File: src/rtl/stack_alu.sv
// rtl/stack_alu.sv - registered 16-bit stack ALU, one result per clock
// Define ALU_OVERFLOW_EN to compute and register the carry/borrow flag; otherwise Overflow is 0.
module stack_alu #(
  parameter int WIDTH = 16
) (
  input  logic             clk,
  input  logic             rst_n,
  input  logic [3:0]       Oper,
  input  logic [WIDTH-1:0] A,
  input  logic [WIDTH-1:0] B,
  output logic [WIDTH-1:0] ALU_Out,
  output logic             Overflow
);

  typedef enum logic [3:0] {
    OP_ADD  = 4'b0000,
    OP_SUB  = 4'b0001,
    OP_AND  = 4'b0010,
    OP_OR   = 4'b0011,
    OP_XOR  = 4'b0100,
    OP_SELA = 4'b0101,
    OP_SELB = 4'b0110,
    OP_EQ   = 4'b0111,
    OP_ZERO = 4'b1000,
    OP_LT   = 4'b1001
  } op_t;

  localparam logic [WIDTH-2:0] HI_ZERO = '0;

  logic [WIDTH-1:0] sum;
  logic [WIDTH-1:0] diff;
  logic [WIDTH-1:0] result;

`ifdef ALU_OVERFLOW_EN
  logic [WIDTH:0] sum_w;
  logic [WIDTH:0] diff_w;
  logic           flag;

  // The extra top bit of the widened add/subtract is the carry or borrow.
  assign sum_w  = {1'b0, A} + {1'b0, B};
  assign diff_w = {1'b0, A} - {1'b0, B};
  assign sum    = sum_w[WIDTH-1:0];
  assign diff   = diff_w[WIDTH-1:0];

  always_comb begin
    flag = 1'b0;
    case (Oper)
      OP_ADD:  flag = sum_w[WIDTH];
      OP_SUB:  flag = diff_w[WIDTH];
      default: flag = 1'b0;
    endcase
  end

  always_ff @(posedge clk) begin
    if (!rst_n) begin
      Overflow <= 1'b0;
    end else begin
      Overflow <= flag;
    end
  end
`else
  assign sum      = A + B;
  assign diff     = A - B;
  assign Overflow = 1'b0;
`endif

  always_comb begin
    result = '0;
    case (Oper)
      OP_ADD:  result = sum;
      OP_SUB:  result = diff;
      OP_AND:  result = A & B;
      OP_OR:   result = A | B;
      OP_XOR:  result = A ^ B;
      OP_SELA: result = A;
      OP_SELB: result = B;
      OP_EQ:   result = {HI_ZERO, (A == B)};
      OP_ZERO: result = {HI_ZERO, (A == '0)};
      OP_LT:   result = {HI_ZERO, (B < A)};
      default: result = '0;
    endcase
  end

  always_ff @(posedge clk) begin
    if (!rst_n) begin
      ALU_Out <= '0;
    end else begin
      ALU_Out <= result;
    end
  end

endmodule

File: config.mk
export PLATFORM = sky130hd
export DESIGN_NAME = stack_alu
export DESIGN_NICKNAME = d
export VERILOG_FILES = /design/src/rtl/stack_alu.sv
export SDC_FILE = /design/constraint.sdc
export NUM_CORES = 1
export LEC_CHECK = 0
export ABC_AREA = 1
export ABC_CLOCK_PERIOD_IN_PS = 4000
export BUFFER_PORTS_ARGS = -buffer_cell sky130_fd_sc_hd__buf_2
export CORE_AREA = 2 2 79 81
export CTS_CLUSTER_DIAMETER = 150
export DETAILED_ROUTE_END_ITERATION = 16
export DIE_AREA = 0 0 81 83
export PLACE_DENSITY_LB_ADDON = 0.08
export SYNTH_ARGS = -nofsm -noshare
export SYNTH_HDL_FRONTEND = slang
export SYNTH_SLANG_ARGS = --single-unit
File: constraint.sdc
create_clock -name clk -period 4 [get_ports clk]
set_clock_uncertainty 0.2 [all_clocks]
set_input_delay 0.6 -clock clk [delete_from_list [all_inputs] [get_ports clk]]
set_output_delay 0.6 -clock clk [all_outputs]
set_load 0.01 [all_outputs]
==> impl_metrics.csv, run 1 <==
group,metric,value,unit
final_layout,largest_reg_flops,16,
final_layout,instances_no_fill,727,
placement,dp_cells,723,
routing,dr.pass1.iters,6,
run,drv_cap,0,
critical_path,end_kind,"flop",
power,peakVddDrop,0.213,mV
yosys,synthesis.nets,702,
placement,dp_hpwl,8900,µm
grt,first_global_vias,3781,
worst_hold_path,hold_path_depth,3,
final_layout,reg_top3,"ALU_Out x16",
yosys,ys.warnings.count,0,
worst_hold_path,hold_start,"rst_n",
grt,grt.total_usage,0.335,
yosys,synthDistinctLibCells,37,
timing,rsz0062_at_grt,"false",
floorplan,dieArea,6720,µm²
clock_tree,root_buffer,"clkbuf_8",
worst_hold_path,hold_end,"ALU_Out[4]$_SDFF_PN0_",
timing,drv_slew,0,
final_layout,multi_input_area,2530,µm²
critical_path,cp-start-kind,"input pin",
routing,routed_via_density,5.66,
placement,place_area,3690,µm²
final_layout,antenna_cells,0,
floorplan,die_y,83,µm
floorplan,fp.dieW,81,µm
timing,relSlewSlack,0.553,
routing,post-route-drc-count,0,
grt,overflow,0,
final_layout,top_register,"ALU_Out",
yosys,synth_top_area_share,0.181,
critical_path,worst_path_most_repeated_cell,"nand2_1",
critical_path,worstPathRequired,3.93,ns
clock_tree,htreeDepth,1,
clock_tree,cts_resized,0,
final_layout,fin_area,3750,µm²
floorplan,boundaryPins,55,
clock_tree,cts_setup_buffers,0,
clock_tree,cts_tree,"yes",
run_status,status,"finished clean",
yosys,synthFlopType,"dfxtp_1",
yosys,avgSynthCellArea,5.64,µm²
worst_hold_path,worst_hold_path_type,"in -> reg",
routing,vias,4118,
critical_path,slowest_stage,"ha_1",
timing,hold_violations,0,
yosys,ys_ff_latch,16,
placement,gp_congestion,0.977,
timing,worstMarginPinSlew,0.670,ns
floorplan,start_util,0.594,
yosys,yosysTopAreaCell,"ha_1",
clock_tree,clockBufferDepth,2,
floorplan,core_region_area,5820,µm²
placement,port-buffer-count,53,
grt,grt_first_pass_wirelength,17900,µm
yosys,synth_edf_count,0,
floorplan,fp-row-count,28,
critical_path,path_max_fanout,7,
power,power.density,194,nW/µm²
timing,setup_violations,0,
yosys,ys_async_sr_fraction,0,
critical_path,path_class,"in -> reg",
final_layout,area_growth,8.48,%
critical_path,timing.critical_path.arrival,2.40,ns
critical_path,crit_family,"simple AND/OR/NAND/NOR gates",
final_layout,drive_gt1_frac,0.138,
placement,post-place-ws,1.34,ns
routing,drt-total-wl,11100,µm
clock_tree,cts_hold_buf,0,
yosys,synthTopCellsByArea,"ha_1 18%, nand2_1 18%, inv_1 13%, dfxtp_1 9.3%, nand3_1 8.6%",
grt,grt_max_degree,17,
routing,ant_nets,0,
routing,wl_per_cell,15.2,µm
yosys,ys_seq_area_frac,0.0928,
clock_tree,cts_buffers,3,
timing,finalCritPeriodShare,0.619,
critical_path,path_cells,"buf_2, inv_1, ha_1, inv_2, nand2_1, nand3_1, nand2_1, nand3_1, nand2_1, nand2_1, nand3_1, nand2_1, nor2_1, nor2_1",
clock_tree,path_clk_slew,0.06,ns
timing,setup_ws,1.53,ns
power,p_leak,2.24,nW
critical_path,critPathBufInv,3,
clock_tree,cts.sinks,16,
timing,max_freq,404,MHz
yosys,netlist_area,3450,µm²
routing,drt_iter0_drc,468,
final_layout,fillers,577,
timing,setup_tns,0,ns
final_layout,fin_util,0.644,
final_layout,layout.nets,743,
final_layout,register_area,320,µm²
yosys,synthCells,612,
critical_path,slowest_delay,0.42,ns
grt,antenna_found_initial,0,
timing,min_period,2.47,ns
## area by class of cell
type,count,area share
clock buffers,4,0.0147
inverters,128,0.128
multi-input cells,451,0.676
well taps,75,0.0251
repair buffers,53,0.0708
flip-flops and latches,16,0.0855
## cell usage after synthesis (8+ instances only)
library cell    n
nand2_1       162
o22ai_1        27
nor3_1         11
inv_1         117
nand2_2         8
ha_1           50
inv_2          10
nand4_1         8
a21oi_1        18
nor2_1         54
nand3_1        59
dfxtp_1        16
o21ai_0        16
## how the worst max path moves through the flow
stage	cells after the start	slack (ns)	from	end
4_1_cts	14	1.59	A[0]	ALU_Out[14]$_SDFF_PN0_
5_1_grt	14	1.38	A[0]	ALU_Out[14]$_SDFF_PN0_
2_1_floorplan	12	1.77	A[0]	ALU_Out[0]$_SDFF_PN0_
3_3_place_gp	13	1.34	A[0]	ALU_Out[0]$_SDFF_PN0_
3_5_place_dp	14	1.34	A[0]	ALU_Out[14]$_SDFF_PN0_
6_report	14	1.53	A[2]	ALU_Out[9]$_SDFF_PN0_
## cells by family (layout without fill, tap and decap cells)
kind of cell               after synthesis  after routing  share of synthesized area
adders and majority gates               52             52                      0.193
DFF                                     16             16                     0.0928
and+or+nand+nor                        319            319                      0.401
AOI/OAI and AO/OA                       79             79                      0.138
buffers and inverters                  145            185                      0.174
other                                    1              1                    0.00109
## worst min-delay path: stages
cell and delay, ns:
buf_2 0.17, nand2_1 0.09, inv_1 0.03
## stage by stage
stage	power, mW	hold WS [ns]
2_1_floorplan	0.461	0.690
3_3_place_gp	0.567	0.737
3_5_place_dp	0.572	0.745
4_1_cts	0.716	0.473
5_1_grt	0.781	0.488
6_report	0.726	0.482
## power by group
part	internal (mW)	switching, mW	total [mW]
clock network	0.0874	0.0570	0.144
logic	0.130	0.279	0.409
registers	0.170	0.00244	0.173
total	0.388	0.338	0.726
## routing by layer
metal | wire length (µm) | global-route usage | up-vias
met5 | 0 | 0 | -
met4 | 173 | 0.103 | 0
met3 | 1330 | 0.0533 | 17
met2 | 4720 | 0.502 | 249
met1 | 4840 | 0.485 | 1833
li1 | - | - | 2019
## placed cells by master, fill, tap and decap left out, types with 8 or more instances in the layout
| master | instances |
|---|---|
| nand2_1 | 162 |
| inv_1 | 117 |
| nand3_1 | 59 |
| nor2_1 | 54 |
| buf_2 | 53 |
| ha_1 | 50 |
| o22ai_1 | 27 |
| a21oi_1 | 18 |
| dfxtp_1 | 16 |
| o21ai_0 | 16 |
| nor3_1 | 11 |
| inv_2 | 10 |
| nand4_1 | 8 |
| nand2_2 | 8 |
(Power assumes the default switching activity.)
==> run 2: changes to the inputs <==
--- a/config.mk
+++ b/config.mk
@@ -5,8 +5,8 @@
 export SDC_FILE = /design/constraint.sdc
 export NUM_CORES = 1
 export LEC_CHECK = 0
-export ABC_AREA = 1
-export ABC_CLOCK_PERIOD_IN_PS = 4000
+export ABC_AREA = 0
+export ABC_CLOCK_PERIOD_IN_PS = 2400
 export BUFFER_PORTS_ARGS = -buffer_cell sky130_fd_sc_hd__buf_2
 export CORE_AREA = 2 2 79 81
 export CTS_CLUSTER_DIAMETER = 150
==> constraint.sdc (replaced) <==
create_clock -name clk -period 2.4 [get_ports clk]
set_clock_uncertainty 0.2 [all_clocks]
set_input_delay 0.36 -clock clk [delete_from_list [all_inputs] [get_ports clk]]
set_output_delay 0.36 -clock clk [all_outputs]
set_load 0.01 [all_outputs]
==> run 2 against run 1 <==
Combinational power rose by 130%. Synthesized cell count fell by 22%. Power rose by 100%. Setup slack got worse by 1.4 ns. Largest power group unchanged.
==> impl_metrics.csv, run 2 <==
group,metric,value,unit
placement,dp_hpwl,10500,µm
routing,drt-total-wl,13500,µm
timing,worstMarginPinSlew,0.574,ns
timing,setup_violations,0,
grt,grt_first_pass_wirelength,20800,µm
final_layout,reg_top3,"ALU_Out x16",
final_layout,layout.nets,723,
routing,ant_nets,0,
critical_path,worstPathRequired,2.40,ns
grt,grt.met2_usage,0.652,
floorplan,start_util,0.571,
routing,routed_via_density,6.23,
final_layout,layout_common_cells,"127 x buf_4, 53 x buf_2, 47 x inv_1, 47 x nor2_1",
critical_path,cp-start-kind,"input pin",
clock_tree,clockBufferDepth,2,
timing,min_period,2.31,ns
yosys,ys_seq_area_frac,0.0965,
timing,relSlewSlack,0.615,
run_status,status,"finished clean",
timing,finalCritPeriodShare,0.963,
routing,vias,4398,
timing,max_freq,433,MHz
routing,wl_per_cell,19.2,µm
power,p_leak,2.34,nW
final_layout,drive_gt1_frac,0.353,
floorplan,core_region_area,5820,µm²
clock_tree,cts_hold_buf,0,
grt,gr-max-usage-layer,"met2",
clock_tree,root_buffer,"clkbuf_8",
critical_path,path_max_fanout,4,
final_layout,final_common_cell,"buf_4",
placement,port-buffer-count,53,
yosys,synthTopCellsByCount,"50 x ha_1, 50 x inv_1, 48 x nor2_1",
final_layout,antenna_cells,0,
power,power.density,313,nW/µm²
yosys,ys_async_sr_fraction,0,
yosys,avgSynthCellArea,6.97,µm²
grt,first_global_vias,4180,
final_layout,top_register,"ALU_Out",
routing,drt_iter0_drc,451,
placement,gp_congestion,1.01,
grt,grt.total_usage,0.396,
timing,hold-worst-slack,0.393,ns
yosys,synthFlopType,"dfxtp_1",
yosys,synth_top_area_share,0.188,
yosys,synthCells,476,
grt,grtUsageMet3,0.0674,
yosys,synthesis.nets,566,
floorplan,die_y,83,µm
clock_tree,cts_tree,"yes",
grt,grt_util_met1,0.489,
worst_hold_path,worst_hold_path_type,"in -> reg",
floorplan,fp.dieW,81,µm
worst_hold_path,hold_start,"Oper[0]",
critical_path,path_class,"in -> reg",
worst_hold_path,hold_path_depth,3,
yosys,netlist_area,3320,µm²
critical_path,end_kind,"flop",
yosys,ys.warnings.count,0,
critical_path,timing.critical_path.arrival,2.31,ns
grt,grt_max_degree,15,
run,drv_cap,0,
grt,antenna_found_initial,0,
timing,drv_slew,0,
floorplan,fp-row-count,28,
clock_tree,path_clk_slew,0.08,ns
clock_tree,cts_buffers,3,
floorplan,dieArea,6720,µm²
routing,dr.pass1.iters,7,
worst_hold_path,hold_end,"ALU_Out[2]$_SDFF_PN0_",
yosys,ys_ff_latch,16,
final_layout,largest_reg_flops,16,
routing,post-route-drc-count,0,
power,peakVddDrop,0.209,mV
final_layout,area_growth,40.6,%
grt,overflow,0,
floorplan,boundaryPins,55,
yosys,synthTopCellsByArea,"ha_1 19%, dfxtp_1 9.6%, a21oi_1 6.6%, inv_1 5.7%, nor2_1 5.4%",
yosys,synthDistinctLibCells,66,
timing,setup_tns,0,ns
clock_tree,htreeDepth,1,
yosys,synth_edf_count,0,
final_layout,instances_no_fill,706,
placement,dp_cells,700,
clock_tree,cts.sinks,16,
yosys,yosysTopAreaCell,"ha_1",
timing,hold_violations,0,
run 2: cell count changes after synthesis, sizes merged, moves of 9 or more:
cell and delta:
mux2i +17, o21ai +9, nand2 -139, clkbuf +12, a21oi +24, inv -77, nand3 -48, nor2 -12
o22ai -20
run 2: power breakdown:
group / internal [mW] / leakage [nW] / switching [mW]
clock network: 0.112 / 0.0216 / 0.122
registers: 0.280 / 0.131 / 0.00414
logic: 0.427 / 2.19 / 0.516
run 2: timing repair:
item	in CTS	in global routing
resized for setup	1	31
buffers inserted	0	3
pin swaps	1	12
endpoints found under the setup margin	3	12
hold endpoints to repair	0	0
run 2: metal layers:
layer / part of all wire / vias to the layer above
met1: 0.39 / 2030
met4: 0.059 / 0
met3: 0.10 / 75
li1: - / 2006
met2: 0.45 / 287
met5: 0 / -
run 2: through the flow:
stage,setup WS [ns],instance area (µm²),total power [mW],utilization
after floorplan,0.0305,3320,0.760,-
after detailed placement,-0.291,4470,1.15,0.769
after CTS,0.00469,4520,1.38,0.777
after global placement,-0.241,4470,1.13,0.769
after global routing,-0.0321,4670,1.53,0.803
final,0.0887,4670,1.46,0.803
run 2: cells by family after synthesis:
kind of cell	count (synthesis)	synth area share
AOI/OAI and AO/OA	143	0.282
and+or+nand+nor	159	0.244
xor gates and xnor gates	9	0.0237
muxes	18	0.0547
other	1	0.00113
DFF	16	0.0965
buffers and inverters	78	0.0980
adders and majority gates	52	0.201
run 2: how the worst max path moves through the flow:
stage	start	endpoint	slack, ns	depth (start not counted)
global placement	A[0]	ALU_Out[14]$_SDFF_PN0_	-0.24	11
finish	A[0]	ALU_Out[12]$_SDFF_PN0_	0.09	11
detailed placement	A[0]	ALU_Out[10]$_SDFF_PN0_	-0.29	11
CTS	A[0]	ALU_Out[8]$_SDFF_PN0_	0.005	12
global route	B[7]	ALU_Out[15]$_SDFF_PN0_	-0.03	11
floorplan	A[8]	ALU_Out[0]$_SDFF_PN0_	0.03	10
run 2: layout make-up:
type / count / area (µm²)
Fill cell: 427 / 1150
Tap cell: 75 / 93.8
Inverter: 50 / 188
Timing Repair Buffer: 180 / 1220
Sequential cell: 16 / 320
Multi-Input combinational cell: 382 / 2810
Clock buffer: 3 / 41.3
run 2: critical path, stage by stage:
cell     delay [ns]
buf_2          0.12
ha_2           0.20
inv_2          0.07
fa_2           0.20
inv_1          0.07
a21oi_2        0.17
o21ai_2        0.12
a221o_1        0.39
or3_1          0.34
and3_1         0.16
a31oi_1        0.11
